File: src/rtl/bnn_pkg.sv
// Shared types and constants for the binary-neuron scheduler: FSM state
// encoding, default datapath geometry and a saturating adder.
package bnn_pkg;

    localparam int N_DEF       = 256;
    localparam int ADDR_W_DEF  = 3;
    localparam int POP_DEF     = 16;
    localparam int RD_LAT_DEF  = 2;
    localparam int POP_LAT_DEF = 2;

    localparam int LAT      = RD_LAT_DEF + POP_LAT_DEF;
    localparam int POP_W_IN = $clog2(N_DEF) + 1;

    typedef enum logic [2:0] {
        IDLE,
        ISSUE,
        DRAIN,
        CMP,
        OUT
    } state_t;

    // Adds two unsigned values and clamps the result to a width-bit all-ones maximum.
    function automatic logic [31:0] sat_add(input logic [31:0] a,
                                            input logic [31:0] b,
                                            input int unsigned width);
        logic [32:0] s;
        logic [32:0] max_v;
        s     = {1'b0, a} + {1'b0, b};
        max_v = (33'd1 << width) - 33'd1;
        return (s > max_v) ? max_v[31:0] : s[31:0];
    endfunction

endpackage

File: src/rtl/bnn_valid_pipe.sv
// In-flight tracker: a DEPTH-deep 1-bit shift register whose tail marks the
// cycle a chunk's popcount arrives back from the datapath.
module bnn_valid_pipe #(
    parameter int DEPTH = 4
) (
    input  logic clk,
    input  logic rstn,
    input  logic push,
    output logic tail,
    output logic last_only
);

    logic [DEPTH-1:0] sr;

    // last_only means nothing is in flight except possibly the chunk at the tail.
    generate
        if (DEPTH == 1) begin : g_one
            always_ff @(posedge clk or posedge rstn) begin
                if (rstn) sr <= '0;
                else      sr <= push;
            end
            assign last_only = 1'b1;
        end else begin : g_multi
            always_ff @(posedge clk or posedge rstn) begin
                if (rstn) sr <= '0;
                else      sr <= {sr[DEPTH-2:0], push};
            end
            assign last_only = ~|sr[DEPTH-2:0];
        end
    endgenerate

    assign tail = sr[DEPTH-1];

endmodule

File: src/rtl/bnn_neuron_sched.sv
// Binary-neuron evaluation sequencer: issues chunk reads, accumulates returned
// popcounts, compares against the threshold. Optional port: BNN_SCHED_SUM_OUT_EN.
module bnn_neuron_sched
    import bnn_pkg::*;
#(
    parameter int N       = N_DEF,
    parameter int ADDR_W  = ADDR_W_DEF,
    parameter int POP     = POP_DEF,
    parameter int RD_LAT  = RD_LAT_DEF,
    parameter int POP_LAT = POP_LAT_DEF
) (
    input  logic              clk,
    input  logic              rstn,
    input  logic              start,
    input  logic [ADDR_W:0]   num_chunks,
    input  logic [POP-1:0]    threshold,
    output logic              busy,
    output logic              mem_re,
    output logic [ADDR_W-1:0] mem_addr,
    input  logic [$clog2(N):0] pop_in,
    output logic              result,
    output logic              result_valid,
    input  logic              result_ready
`ifdef BNN_SCHED_SUM_OUT_EN
    ,
    output logic [POP-1:0]    result_sum
`endif
);

    localparam int PIPE_LAT = RD_LAT + POP_LAT;
    localparam logic [ADDR_W:0] MAX_CHUNKS = (ADDR_W + 1)'(2 ** ADDR_W);
    localparam logic [ADDR_W:0] ONE        = (ADDR_W + 1)'(1);

    state_t state;
    state_t state_nxt;

    logic [ADDR_W:0] chunks;
    logic [ADDR_W:0] chunks_clamped;
    logic [ADDR_W:0] issue_cnt;
    logic [POP-1:0]  thr;
    logic [POP-1:0]  sum;
    logic            accept;
    logic            last_issue;
    logic            pipe_tail;
    logic            pipe_last_only;

    assign chunks_clamped = (num_chunks > MAX_CHUNKS) ? MAX_CHUNKS : num_chunks;
    assign accept         = (state == IDLE) && start;
    assign last_issue     = ((issue_cnt + ONE) == chunks);

    bnn_valid_pipe #(
        .DEPTH (PIPE_LAT)
    ) u_valid_pipe (
        .clk       (clk),
        .rstn      (rstn),
        .push      (mem_re),
        .tail      (pipe_tail),
        .last_only (pipe_last_only)
    );

    always_ff @(posedge clk or posedge rstn) begin
        if (rstn) state <= IDLE;
        else      state <= state_nxt;
    end

    // Drain ends once only the tail chunk can still be pending, so CMP sees the final sum.
    always_comb begin
        state_nxt = state;
        case (state)
            IDLE:  if (start) state_nxt = (num_chunks == '0) ? CMP : ISSUE;
            ISSUE: if (last_issue) state_nxt = DRAIN;
            DRAIN: if (pipe_last_only) state_nxt = CMP;
            CMP:   state_nxt = OUT;
            OUT:   if (result_ready) state_nxt = IDLE;
            default: state_nxt = IDLE;
        endcase
    end

    always_comb begin
        busy         = (state != IDLE);
        mem_re       = 1'b0;
        mem_addr     = '0;
        result_valid = (state == OUT);
        if (state == ISSUE) begin
            mem_re   = 1'b1;
            mem_addr = issue_cnt[ADDR_W-1:0];
        end
    end

    always_ff @(posedge clk or posedge rstn) begin
        if (rstn) begin
            chunks    <= '0;
            thr       <= '0;
            issue_cnt <= '0;
            result    <= 1'b0;
        end else begin
            if (accept) begin
                chunks    <= chunks_clamped;
                thr       <= threshold;
                issue_cnt <= '0;
            end else if (state == ISSUE) begin
                issue_cnt <= issue_cnt + ONE;
            end
            if (state == CMP) result <= (sum > thr);
        end
    end

    // Returns are accumulated whenever the tail says one is due, independent of state.
    always_ff @(posedge clk or posedge rstn) begin
        if (rstn)           sum <= '0;
        else if (accept)    sum <= '0;
        else if (pipe_tail) sum <= POP'(sat_add(32'(sum), 32'(pop_in), POP));
    end

`ifdef BNN_SCHED_SUM_OUT_EN
    always_ff @(posedge clk or posedge rstn) begin
        if (rstn)               result_sum <= '0;
        else if (state == CMP)  result_sum <= sum;
    end
`endif

endmodule

File: config.mk
export PLATFORM = sky130hd
export DESIGN_NAME = bnn_neuron_sched
export DESIGN_NICKNAME = d
export VERILOG_FILES = /design/src/rtl/bnn_pkg.sv /design/src/rtl/bnn_valid_pipe.sv /design/src/rtl/bnn_neuron_sched.sv
export SDC_FILE = /design/constraint.sdc
export NUM_CORES = 1
export LEC_CHECK = 0
export ABC_CLOCK_PERIOD_IN_PS = 2300
export BUFFER_PORTS_ARGS = -buffer_cell sky130_fd_sc_hd__clkbuf_2
export CAP_MARGIN = 10
export CORE_ASPECT_RATIO = 0.6
export CORE_UTILIZATION = 43
export DETAILED_ROUTE_END_ITERATION = 8
export SLEW_MARGIN = 20
export SYNTH_ARGS = -nofsm -noshare
export SYNTH_HDL_FRONTEND = slang
export SYNTH_SLANG_ARGS = --single-unit
export TNS_END_PERCENT = 50
File: constraint.sdc
create_clock -name clk -period 2.3 [get_ports clk]
set_input_delay 0.115 -clock clk [delete_from_list [all_inputs] [get_ports clk]]
set_output_delay 0.115 -clock clk [all_outputs]
set_load 0.03 [all_outputs]
### Word-level counts from Yosys, hierarchy flattened

Cells that the tools add are included.
Widths: inputs -> output; s select.

| cells by class | value |
|---|---|
| add/subtract/negate cells | 2 |
| magnitude comparators | 3 |
| equality and inequality tests | 9 |
| multiplexer cells | 14 |
| reductions and logical operators | 8 |

Operator list:

| cell | count |
|---|---|
| $mux 16 | 3 |
| $add 16x9->17 | 1 |
| $gt 17x16->1 const B | 1 |
| $gt 16x16->1 | 1 |
| $mux 3 | 5 |
| $pmux 3 s5 | 1 |
| $mux 4 | 3 |
| $eq 3x2->1 const B | 2 |
| $ne 2x2->1 const B | 3 |
| $add 4x1->4 const B | 1 |
| $eq 4x4->1 | 1 |
| $gt 4x4->1 const B | 1 |
| $logic_not 4->1 | 1 |
| $reduce_and 4->1 | 1 |
| $reduce_bool 2->1 | 2 |
| $eq 3x1->1 const B | 1 |
| $eq 3x3->1 const B | 1 |
| $logic_not 3->1 | 1 |
| $reduce_bool 3->1 | 1 |
| $reduce_or 3->1 | 1 |
| $mux 2 | 1 |
| $ne 2x1->1 const B | 1 |
| $logic_and 1x1->1 | 1 |
| $mux 1 | 1 |

| storage, ports and cells | value |
|---|---|
| register bits after elaboration | 48 |
| input bits | 33 |
| output and inout port bits | 7 |
| logic and storage cells | 43 |

### Logic depth before layout (Yosys ltp)

Gate-level depths: netlist (run 1).

| depth | value |
|---|---|
| word-level depth | 5 |
| depth in mapped cells | 9 |
| depth with buffers taken out | 8 |

### Hierarchy

From an unflattened synthesis (run 1), not the netlist that was laid out.

| second synthesis, totals | value |
|---|---|
| cell total of the unflattened synthesis | 301 |
| area, all modules | 2793.9 µm² |

By module, submodules not included:

| module | times used | cells each | area an instance (µm²) | sequential area each (µm²) |
|---|---|---|---|---|
| bnn_neuron_sched | 1 | 295 | 2680.1 | 1101.1 |
| bnn_valid_pipe | 1 | 6 | 113.9 | 100.1 |

### Least setup slack after synthesis (run 1)

Ideal clock, no wire load.

| timing path | value |
|---|---|
| path type | register to register |
| start | register sum[0] |
| end | register sum[13] |
| library setup time | 0.099 ns |
| data arrival time | 1.887 ns |
| data required time | 2.201 ns |
| path slack | 0.313 ns |
| cell stages (with the launch flop) | 10 |
| buffers on the path | 1 |
| clock period less this slack | 1.987 ns |
| path through | dfrtp_1 -> ha_1 -> inv_1 -> fa_1 -> nand2b_1 -> a21oi_2 -> o31a_4 -> buf_6 -> nand2_1 -> a311oi_1 |

| on the way | value |
|---|---|
| cells in the longest elaborated chain, start to end | 5 |

Ends and longest elaborated chain:

| element | line | text |
|---|---|---|
| from (decl) | bnn_neuron_sched.sv:41 | `logic [POP-1:0] sum;` |
| from (signal assigned) | bnn_neuron_sched.sv:112 | `else if (pipe_tail) sum <= POP'(sat_add(32'(sum), 32'(pop_in), POP));` |
| $add 16x9->17 * | bnn_pkg.sv:28 | `s = {1'b0, a} + {1'b0, b};` |
| $gt 17x16->1 | bnn_pkg.sv:30 | `return (s > max_v) ? max_v[31:0] : s[31:0];` |
| $mux 16 * | bnn_pkg.sv:30 |  |
| $mux 16 * | bnn_neuron_sched.sv:112 |  |
| $mux 16 * | bnn_neuron_sched.sv:111 | `else if (accept) sum <= '0;` |

Mark *: on every way between the ends. The rest lies on a longest branch, timed or not. The select of a mux whose other input is x is not followed.
A chain may end at the register's enable or synchronous reset.

### Final worst setup path (run 1)

Same ends and word-level chain as after synthesis.

==> results of run 1 <==
-- report_power, final --
| part | leakage [nW] | internal (mW) | switching (mW) |
|---|---|---|---|
| logic | 0.971 | 0.956 | 1.43 |
| clock network | 0.0701 | 0.433 | 0.312 |
| registers | 0.603 | 1.20 | 0.283 |
| total | 1.64 | 2.59 | 2.02 |
-- sequential cells by signal, indices dropped and copies added, names as in the netlist --
register,cells
chunks,4
state,3
result,1
sum,16
u_valid_pipe.sr,4
issue_cnt,4
thr,16
-- layout make-up --
type,instances,area (sq um)
Inverter,28,105
Fill cell,598,2970
Multi-Input combinational cell,232,1580
Tap cell,84,105
Clock inverter,1,7.51
Timing Repair Buffer,45,255
Clock buffer,7,143
Sequential cell,48,1200
-- layer usage --
metal / GRT usage / vias up
met3: 0.0345 / 8
met4: 0.0507 / 0
met5: 0 / -
met2: 0.285 / 36
met1: 0.335 / 1108
li1: - / 1219
-- worst paths after layout --
path,to,cells past startpoint,startpoint
hold / removal,state[2],2,result_ready
max in group asynchronous,u_valid_pipe.sr[1],4,rstn
setup / recovery,sum[13],8,sum[0]
setup reg to reg,sum[13],8,sum[0]
min in group asynchronous,issue_cnt[2],4,rstn
hold reg to reg,u_valid_pipe.sr[1],0,u_valid_pipe.sr[0]
-- worst reg2reg max path, cell delays in order, from the launching register on --
cell,delay (ps)
dfrtp_1,370
ha_1,200
inv_1,60
fa_1,380
nand2b_1,190
a21oi_2,200
o31a_4,230
nand2_1,120
a311oi_1,280
-- layout by cell type, fill, tap and decap left out, types with 8 or more instances in the layout --
cell type,n
nand2_1,37
o21ai_0,32
dfrtp_1,48
clkbuf_2,39
nand3_1,8
xor2_1,9
a21oi_1,25
nor2_1,15
inv_1,27
ha_1,26
-- stage by stage --
stage	hold slack, ps	utilization	instances	instance area (sq um)
floorplan	220	-	318	2940
global placement	159	0.508	436	3230
CTS	9.06	0.534	445	3390
detailed placement	158	0.508	436	3230
global route	24.6	0.534	445	3390
finish	9.76	0.534	445	3390
-- timing repair --
action / 4_1_cts / 5_1_grt
endpoints found under the hold margin: 48 / 0
resized for setup: 0 / 0
hold buffers: 1 / 0
endpoints found under the setup margin: 0 / 1
-- cells by family (layout without fill, tap and decap cells) --
| group | after synthesis | after routing |
|---|---|---|
| simple gates | 95 | 95 |
| compound gates | 94 | 94 |
| flops | 48 | 48 |
| buf+inv | 38 | 81 |
| fa+ha+maj | 27 | 27 |
| xor+xnor | 15 | 15 |
| mux | 1 | 1 |
==> flow_summary.rst, run 1 <==
.. list-table::
   :header-rows: 1

   * - Metric
     - Value
   * - Status
     - complete, no violations
   * - Antenna Cells
     - 0
   * - Met2 wirelength from detailed routing
     - 2480 um
   * - Die area
     - a little over 0.007 sq mm
   * - Count of H-tree levels built during CTS
     - 2
   * - Most frequently used cell type in the post-synthesis netlist
     - dfrtp_1
   * - Final Max Slew Viols
     - 0
   * - Via Count
     - 2371
   * - Worst Path Max Fanout
     - 12
   * - Buffers on Ports
     - 39
   * - Worst endpoint required time
     - 2490 ps
   * - Post-synthesis cell type count
     - 52
   * - Fraction of the mapped netlist area in adder cells
     - 0.117
   * - Combinational family with the most area after synthesis
     - compound AO/OA/AOI/OAI gates
   * - Global-route usage over all layers
     - 0.209
   * - Final total power
     - approximately 4.6 mW
   * - DRT iter0 DRCs
     - between 150 and 200
   * - Most common library cells after synthesis
     - dfrtp_1 (48), nand2_1 (37), o21ai_0 (32)
   * - Synth Cell Area
     - 0.00294 sq mm
   * - Overflow left after global routing
     - 0
   * - Setup Slack @ Placement
     - around 180 ps
   * - Shortest clock period the worst path allows after layout
     - around 2100 ps
   * - Proportion of synthesized chip area in sequential cells
     - 0.409
   * - Area fraction in compound gates after synthesis
     - 0.208
   * - Pre-Repair DR Iteration Count
     - 4
   * - Element type at the critical path end
     - flop
   * - Final clock skew
     - 1.92 ps
   * - Wire length on met1
     - 3870 um
   * - Delay-heaviest family, CP
     - compound AO/OA/AOI/OAI gates
   * - Length of routed met3 wiring
     - 206 um
   * - Number of nets in the synthesized netlist
     - 378
   * - Buf+Inv Stages, Crit Path
     - 1
   * - Maximum buffer depth of the clock tree
     - 2
   * - Wire length of the first global-routing pass
     - 11200 um
   * - Insertion delay to the later sink of the worst-skew pair
     - 290 ps
   * - Detail-routed net length per standard cell
     - 14.9 um
   * - Longest individual stage delay on the worst path
     - 380 ps
   * - Synthesized area per cell
     - 9.25 sq um
   * - Final worst path period share
     - 0.931
   * - Register bit total from synthesis
     - 48
   * - Max-cap violation count
     - 0
   * - # IOs
     - 40
   * - Total wirelength of the detailed-routed design
     - roughly 6600 um
   * - Number of routed nets with antenna violations
     - 0
   * - Number of antenna violations at the first check in global routing
     - 0
   * - R2R setup slack
     - 160 ps
   * - Mux cell area share after synthesis
     - 0.00340
   * - Number of sinks handled by clock tree synthesis
     - 48
   * - Simple-gate portion of the synthesized area
     - 0.163
   * - Worst-path cell chain
     - ha_1 > inv_1 > fa_1 > nand2b_1 > a21oi_2 > o31a_4 > nand2_1 > a311oi_1
   * - Root buffer selected by CTS
     - clkbuf_16
   * - CP arrival
     - around 2300 ps
   * - Maximum vdd drop
     - approximately 500 uV
   * - Share of post-route cells with drive strength above 1
     - 0.175
   * - Power per cell area
     - between 1000 and 1500 mW/mm^2
   * - Clock-pin slew on the worst setup and hold paths
     - roughly 60 ps
   * - CTS tree
     - done
   * - Syn Inst Count
     - 318
   * - Number of clock buffers inserted by TritonCTS
     - 5
   * - Initial cell density of the core
     - 0.462
   * - Final-stage net count
     - 420
   * - Total of endpoints with negative setup slack in the final report
     - 0
   * - EDFF count, synth
     - 0
   * - Cell type with the highest aggregate area in the netlist
     - dfrtp_1
   * - Leakage
     - roughly 1.6 nW
   * - Post-CTS setup buffer count
     - 0
   * - RSZ-0062 raised after global routing
     - no
   * - Number of endpoints with negative hold slack in the final report
     - 0
   * - Headroom to the max-slew limit
     - 0.609
   * - Maximum number of pins on one net before global-route repair
     - 49
   * - Critical Setup Path Class
     - reg -> reg
   * - Number of core rows
     - 22
   * - Core region area
     - 0.00636 sq mm
   * - Top area cells in the synthesized netlist
     - dfrtp_1 (41%), ha_1 (11%), o21ai_0 (5.4%)
   * - Maximum achievable frequency
     - about 470 MHz
   * - Die outline width
     - 109 um
   * - Die Span Y
     - 66.1 um
   * - Number of vias per cell
     - 5.33
   * - Number of synthesis warnings
     - 0
   * - Post-synthesis async set-or-reset flop share
     - 1.00
   * - Total half-perimeter wirelength after legalization and detailed placement
     - 4960 um
   * - Highest Signal Layer
     - met4
   * - Startpoint class of the critical path
     - flop
   * - Number of global-route vias before repair
     - 2221
   * - Layout overhead on the synthesized area
     - 15.4%
   * - Weighted congestion at the end of routability-driven global placement
     - between 0.8 and 0.9
   * - Worst slew pin tran
     - just under 600 ps
   * - Sum of negative setup slack
     - 0 ps
   * - Dominant register cell in the synthesized netlist
     - dfrtp_1
   * - Post-synthesis xor/xnor area fraction
     - 0.0447
   * - Number of remaining DRC errors
     - 0
   * - Final WS setup
     - 158 ps
   * - Class of the worst hold path
     - in -> reg
   * - Post-synth top area share
     - 0.409
   * - Slowest cell on crit path
     - fa_1
Power figures use the tool's default switching activity.
==> inputs of run 2 (changes only) <==
--- a/config.mk
+++ b/config.mk
@@ -5,12 +5,14 @@
 export SDC_FILE = /design/constraint.sdc
 export NUM_CORES = 1
 export LEC_CHECK = 0
+export ABC_AREA = 1
 export ABC_CLOCK_PERIOD_IN_PS = 2300
 export BUFFER_PORTS_ARGS = -buffer_cell sky130_fd_sc_hd__clkbuf_2
 export CAP_MARGIN = 10
 export CORE_ASPECT_RATIO = 0.6
 export CORE_UTILIZATION = 43
 export DETAILED_ROUTE_END_ITERATION = 8
+export SKIP_LAST_GASP = 1
 export SLEW_MARGIN = 20
 export SYNTH_ARGS = -nofsm -noshare
 export SYNTH_HDL_FRONTEND = slang
==> run 2 against run 1 <==
  * Non-clock buffer count did not move
  * Final cell count increased by 35%
  * Clock skew rose by 3.6 ps
  * Fmax increased by 4.6%
  * Largest cell class unchanged
  * Sequential share of layout area decreased by 3.0 points
  * Sequential power down 7%
  * Critical path depth is 4 higher
  * Clock-buffer cell count is 2 lower
  * Power down 6.7%
==> flow_summary.rst, run 2 <==
.. list-table::
   :header-rows: 1

   * - Metric
     - Value
   * - Clock-pin slew on the worst setup and hold paths
     - 70 ps
   * - Share of post-route cells with drive strength above 1
     - 0.147
   * - Number of nets in the synthesized netlist
     - 509
   * - Wire length of the first global-routing pass
     - 13300 um
   * - Total wirelength of the detailed-routed design
     - 7750 um
   * - CTS tree
     - done
   * - RSZ-0062 raised after global routing
     - no
   * - Most used cell along the critical path
     - nand3_1
   * - Critical path endpoint
     - sum[13]
   * - DRT iter0 DRCs
     - around 180
   * - Status
     - complete, no violations
   * - Internal
     - between 2 and 2.5 mW
   * - Number of endpoints with negative hold slack in the final report
     - 0
   * - Clock network power share
     - 0.170
   * - Buffers on Ports
     - 39
   * - Mux cell area share after synthesis
     - 0
   * - Die area
     - 0.00787 sq mm
   * - Worst slew pin tran
     - 513 ps
   * - Number of cell instances on the worst register-to-register path
     - 12
   * - Number of core rows
     - 24
   * - Worst Path Max Fanout
     - 14
   * - Post-synthesis cell type count
     - 34
   * - Number of clock buffers inserted by TritonCTS
     - 5
   * - Top library cells by usage in the layout, fill and taps aside
     - nand2_1 (158), inv_1 (67), dfrtp_1 (48)
   * - Top area cells in the synthesized netlist
     - dfrtp_1 (37%), nand2_1 (18%), ha_1 (10%)
   * - Number of synthesis warnings
     - 0
   * - P_sw
     - 1.96 mW
   * - Dominant register cell in the synthesized netlist
     - dfrtp_1
   * - Initial cell density of the core
     - 0.444
   * - Reg-to-Reg End
     - sum[13]
   * - Synthesized area per cell
     - just over 7 sq um
   * - Sum of negative setup slack
     - 0 ps
   * - Shortest clock period the worst path allows after layout
     - 2050 ps
   * - Combinational family with the most area after synthesis
     - simple AND/OR/NAND/NOR gates
   * - Most frequently used cell type in the post-synthesis netlist
     - nand2_1
   * - Max-cap violation count
     - 0
   * - Number of vias per cell
     - 4.80
   * - Fraction of the mapped netlist area in adder cells
     - 0.107
   * - Startpoint class of the critical path
     - flop
   * - Slowest cell on crit path
     - fa_1
   * - Maximum buffer depth of the clock tree
     - 2
   * - Maximum number of pins on one net before global-route repair
     - 35
   * - Part of the power in registers
     - 0.323
   * - Most frequent standard cell in the layout excluding fill and tap cells
     - nand2_1
   * - Element type at the critical path end
     - flop
   * - Setup Slack @ Placement
     - 284 ps
   * - Timing startpoint of the critical path
     - sum[0]
   * - R2R setup slack
     - 250 ps
   * - Maximum achievable frequency
     - 488 MHz
   * - Cell type with the highest aggregate area in the netlist
     - dfrtp_1
   * - Core region area
     - slightly above 0.007 sq mm
   * - Via Count
     - 2880
   * - Number of sinks handled by clock tree synthesis
     - 48
   * - Class of the worst hold path
     - in -> reg
   * - Die Span Y
     - between 60 and 70 um
   * - Area fraction in compound gates after synthesis
     - 0.0849
   * - Final WS setup
     - 252 ps
   * - Simple-gate portion of the synthesized area
     - 0.327
   * - CP arrival
     - 2280 ps
   * - Leakage
     - 2.10 nW
   * - Worst-path cell chain
     - ha_1 > inv_1 > fa_1 > inv_1 > nand3_1 > nand3_1 > nand2_2 > nand3_4 > nand2_4 > nand3_1 > nand2_1 > nand2_1
   * - Most common library cells after synthesis
     - nand2_1 (158), inv_1 (68), dfrtp_1 (48)
   * - Layout overhead on the synthesized area
     - 14.8%
   * - Global-route usage over all layers
     - 0.220
   * - Power per cell area
     - around 1200 mW/mm^2
   * - Total of endpoints with negative setup slack in the final report
     - 0
   * - Final cell area excluding filler cells
     - approximately 0.0037 sq mm
   * - Headroom to the max-slew limit
     - 0.658
   * - Final worst path period share
     - 0.890
   * - # IOs
     - 40
   * - Post-synthesis xor/xnor area fraction
     - 0.0136
   * - Syn Inst Count
     - 449
   * - Antenna Cells
     - 0
   * - Number of remaining DRC errors
     - 0
   * - Count of H-tree levels built during CTS
     - 2
   * - Post-synthesis async set-or-reset flop share
     - 1.00
   * - Final clock skew
     - 5.56 ps
   * - Maximum vdd drop
     - 450 uV
   * - Overflow left after global routing
     - 0
   * - Synth Cell Area
     - 0.00323 sq mm
   * - Longest individual stage delay on the worst path
     - 390 ps
   * - Post-CTS setup buffer count
     - 0
   * - Final-stage net count
     - between 500 and 600
   * - EDFF count, synth
     - 0
   * - Insertion delay to the later sink of the worst-skew pair
     - just under 300 ps
   * - Net Sw Frac
     - 0.455
   * - Number of antenna violations at the first check in global routing
     - 0
   * - Proportion of synthesized chip area in sequential cells
     - 0.372
   * - Total half-perimeter wirelength after legalization and detailed placement
     - about 6100 um
   * - Register bit total from synthesis
     - 48
   * - Critical Setup Path Class
     - reg -> reg
   * - Registers with the highest flip-flop counts
     - sum (16), thr (16)
   * - Dpl cell area
     - 0.00355 sq mm
   * - Post-Route Utilization
     - 0.510
   * - Weighted congestion at the end of routability-driven global placement
     - around 0.93
   * - Number of routed nets with antenna violations
     - 0
   * - Startpoint of the lowest-slack register-to-register path
     - sum[0]
   * - Post-synth top area share
     - 0.372
   * - Root buffer selected by CTS
     - clkbuf_16
   * - Final Max Slew Viols
     - 0
   * - Combinational cell fraction of total power
     - 0.507
   * - Detail-routed net length per standard cell
     - 12.9 um
   * - Pre-Repair DR Iteration Count
     - 5
   * - Worst endpoint required time
     - approximately 2500 ps
   * - Die outline width
     - 114 um
   * - Number of global-route vias before repair
     - 2700
-- run 2: cells by family (layout without fill, tap and decap cells) --
logic type / Yosys count / in the layout
and+or+nand+nor: 241 / 241
buffers and inverters: 78 / 125
AOI/OAI and AO/OA: 50 / 50
DFF: 48 / 48
adders and majority gates: 27 / 27
xor gates and xnor gates: 5 / 5
-- run 2: area by class of cell --
cell class | count | area (sq um)
inverters | 72 | 270
repair buffers | 45 | 243
clock inverters | 3 | 18.8
well taps | 104 | 130
fillers | 724 | 3560
multi-input cells | 323 | 1720
clock buffers | 5 | 125
flip-flops and latches | 48 | 1200
-- run 2: worst min path at each step --
stage	slack (ps)	endpoint	depth (start not counted)	start
floorplan	230	thr[0]	2	threshold[0]
global placement	180	issue_cnt[2]	2	rstn
detailed placement	160	issue_cnt[2]	2	rstn
CTS	30	thr[2]	3	threshold[2]
global route	40	thr[3]	3	threshold[3]
finish	30	thr[14]	3	threshold[14]
-- run 2: worst max-delay path, delay by kind of cell, from the launching register on --
family / cells / cell delay [ps]
flops: 1 / 370
buf+inv: 2 / 180
simple gates: 8 / 830
fa+ha+maj: 2 / 590
-- run 2: power by group through the flow --
stage	logic (mW)	clock network (mW)	registers (mW)
floorplan	1.66	0	1.35
global placement	2.15	0	1.40
detailed placement	2.17	0	1.41
CTS	2.19	0.751	1.39
global route	2.52	0.789	1.44
finish	2.18	0.733	1.39
-- run 2: repair_timing --
item | in CTS | in global routing
endpoints found under the hold margin | 22 | 0
hold buffers | 1 | 0
gates resized for setup | 0 | 0
-- run 2: routing by layer --
layer	track usage	wire length [um]	up-vias	share of wire
li1	-	-	1517	-
met1	0.349	4340	1277	0.56
met2	0.297	2880	79	0.37
met3	0.0501	472	7	0.061
met4	0.0462	53	0	0.0068
met5	0	0	-	0
-- run 2: per-stage QoR --
stage               total power, mW  hold WS (ps)  std cells
finish                         4.30          29.2        600
global route                   4.75          41.7        600
CTS                            4.33          26.8        600
detailed placement             3.58           161        591
global placement               3.56           178        591
floorplan                      3.01           232        449
==> inputs of run 3 (changes only) <==
--- a/config.mk
+++ b/config.mk
@@ -6,7 +6,7 @@
 export NUM_CORES = 1
 export LEC_CHECK = 0
 export ABC_AREA = 1
-export ABC_CLOCK_PERIOD_IN_PS = 2300
+export ABC_CLOCK_PERIOD_IN_PS = 2700
 export BUFFER_PORTS_ARGS = -buffer_cell sky130_fd_sc_hd__clkbuf_2
 export CAP_MARGIN = 10
 export CORE_ASPECT_RATIO = 0.6
==> constraint.sdc (replaced) <==
create_clock -name clk -period 2.7 [get_ports clk]
set_input_delay 0.135 -clock clk [delete_from_list [all_inputs] [get_ports clk]]
set_output_delay 0.135 -clock clk [all_outputs]
set_load 0.03 [all_outputs]
==> run 3 against run 2 <==
  * The flow now finishes with violations (negative hold slack)
  * Utilization is 0.15 points lower
  * Worst setup slack better by 390 ps
  * Worst hold slack worse by 57 ps
  * Wire length hardly changed
  * Flip-flop and latch count stayed put
  * Largest power group unchanged
==> flow_summary.rst, run 3 (synthesis gave the netlist of run 2 again) <==
.. list-table::
   :header-rows: 1

   * - Metric
     - Value
   * - Status
     - complete, but fails checks
   * - Violations in the final reports
     - negative hold slack
   * - Number of remaining DRC errors
     - 0
   * - Number of vias per cell
     - ~4.8
   * - Slowest cell on crit path
     - fa_1
   * - Buffers on Ports
     - 39
   * - Number of sinks handled by clock tree synthesis
     - 48
   * - Global-route usage over all layers
     - 0.215
   * - Post-CTS setup buffer count
     - 0
   * - Overflow left after global routing
     - 0
   * - CP arrival
     - 2260 ps
   * - Maximum vdd drop
     - 475 uV
   * - Count of H-tree levels built during CTS
     - 2
   * - Delay-heaviest family, CP
     - simple AND/OR/NAND/NOR gates
   * - Layout overhead on the synthesized area
     - 14.5%
   * - Insertion delay to the later sink of the worst-skew pair
     - 290 ps
   * - Class of the worst hold path
     - in -> async
   * - Final WS setup
     - ~640 ps
   * - Number of endpoints with negative hold slack in the final report
     - 48
   * - Wire length of the first global-routing pass
     - 12900 um
   * - Element type at the critical path end
     - flop
   * - Buf+Inv Stages, Crit Path
     - 2
   * - Worst endpoint required time
     - just under 3000 ps
   * - Root buffer selected by CTS
     - clkbuf_16
   * - Dpl cell area
     - approximately 0.0035 sq mm
   * - Registers with the highest flip-flop counts
     - sum (16), thr (16)
   * - Final worst path period share
     - 0.764
   * - Final clock skew
     - 7.13 ps
   * - Top library cells by usage in the layout, fill and taps aside
     - nand2_1 (158), inv_1 (67), dfrtp_1 (48)
   * - Die Span Y
     - ~69 um
   * - Final-stage net count
     - between 500 and 600
   * - # hold bufs at CTS
     - 0
   * - Number of global-route vias before repair
     - 2662
   * - Die area
     - 0.00787 sq mm
   * - Number of routed nets with antenna violations
     - 0
   * - DRT iter0 DRCs
     - 174
   * - Power per cell area
     - 1020 mW/mm^2
   * - Maximum buffer depth of the clock tree
     - 2
   * - Number of antenna violations at the first check in global routing
     - 0
   * - Max-cap violation count
     - 0
   * - Share of post-route cells with drive strength above 1
     - 0.140
   * - Shortest clock period the worst path allows after layout
     - about 2100 ps
   * - CTS tree
     - done
   * - Pre-Repair DR Iteration Count
     - 4
   * - Worst-path cell chain
     - ha_1 > inv_1 > fa_1 > inv_1 > nand3_1 > nand3_1 > nand2_2 > nand3_4 > nand2_4 > nand2_1 > nand2_1 > o21ai_0
   * - R2R setup slack
     - roughly 640 ps
   * - Most frequent standard cell in the layout excluding fill and tap cells
     - nand2_1
   * - Weighted congestion at the end of routability-driven global placement
     - 0.978
   * - Maximum number of pins on one net before global-route repair
     - between 40 and 50
   * - Combinational cell fraction of total power
     - 0.498
   * - Worst slew pin tran
     - 845 ps
   * - Inst Count DP
     - between 500 and 600
   * - Final cell area excluding filler cells
     - ~0.0037 sq mm
   * - Net Sw Frac
     - 0.445
   * - Worst Path Max Fanout
     - 14
   * - Antenna Cells
     - 0
   * - Sum of negative setup slack
     - 0 ps
   * - Headroom to the max-slew limit
     - 0.436
   * - Core region area
     - between 0.007 and 0.008 sq mm
   * - Leakage
     - around 2.1 nW
   * - Clock-pin slew on the worst setup and hold paths
     - 70 ps
   * - Number of clock buffers inserted by TritonCTS
     - 5
   * - Total half-perimeter wirelength after legalization and detailed placement
     - about 6000 um
   * - # IOs
     - 40
   * - Detail-routed net length per standard cell
     - 13.0 um
   * - Initial cell density of the core
     - 0.444
   * - Maximum achievable frequency
     - 485 MHz
   * - Longest individual stage delay on the worst path
     - 380 ps
   * - Minimum hold slack
     - -27.9 ps
   * - P_sw
     - 1.67 mW
   * - Post-Route Utilization
     - 0.509
   * - RSZ-0062 raised after global routing
     - no
   * - Final Instance Count excl. Fillers
     - around 600
   * - Clock network power share
     - 0.187
   * - Startpoint class of the critical path
     - flop
   * - Die outline width
     - 114 um
   * - Final total power
     - 3.76 mW
   * - Final Max Slew Viols
     - 0
   * - Via Count
     - 2880
   * - Critical Setup Path Class
     - reg -> reg
   * - Number of core rows
     - 24
   * - Part of the power in registers
     - 0.316
   * - Total of endpoints with negative setup slack in the final report
     - 0
   * - Total wirelength of the detailed-routed design
     - 7760 um
   * - Resized Gates After CTS
     - 0
   * - Setup Slack @ Placement
     - 682 ps
   * - Internal
     - 2.08 mW
-- run 3: cell count changes in the layout (fill, tap and decap cells not counted), sizes merged --
cell         change
buf              -3
bufinv           +1
clkbuf           +1
clkinv           -1
dlygate4sd3      -1
inv              -1
-- run 3: final timing paths --
| check | from | endpoint | cells after the start |
|---|---|---|---|
| max | sum[0] | sum[1] | 12 |
| min | rstn | sum[0] | 2 |
| max reg2reg | sum[0] | sum[1] | 12 |
| min reg2reg | u_valid_pipe.sr[1] | u_valid_pipe.sr[2] | 0 |
| max in group asynchronous | rstn | thr[13] | 2 |
| min in group clk | threshold[11] | thr[11] | 3 |
-- run 3: layer usage --
layer / vias to the layer above / track usage / routed length [um]
met4: 0 / 0.0404 / 34
met5: - / 0 / 0
met2: 76 / 0.293 / 2910
met3: 4 / 0.0493 / 564
met1: 1287 / 0.342 / 4250
li1: 1513 / - / -
-- run 3: final cells by class --
class                   instances  area (sq um)
flip-flops and latches         48          1200
fillers                       742          3570
well taps                     104           130
clock buffers                   6           129
multi-input cells             323          1720
clock inverters                 2          35.0
inverters                      72           272
repair buffers                 41           210
-- run 3: worst register-to-register path, stage by stage, from the launching register on --
cell and delay (ps):
dfrtp_1 370, ha_1 220, inv_1 70, fa_1 380, inv_1 110, nand3_1 80, nand3_1 180, nand2_2 100
nand3_4 90, nand2_4 160, nand2_1 100, nand2_1 50, o21ai_0 80
-- run 3: power by group through the flow --
| stage | Combinational [mW] | Clock [mW] | Sequential [mW] |
|---|---|---|---|
| floorplan | 1.42 | 0 | 1.15 |
| global placement | 1.82 | 0 | 1.20 |
| detailed placement | 1.85 | 0 | 1.20 |
| CTS | 1.86 | 0.726 | 1.18 |
| global route | 2.13 | 0.753 | 1.22 |
| finish | 1.87 | 0.702 | 1.19 |
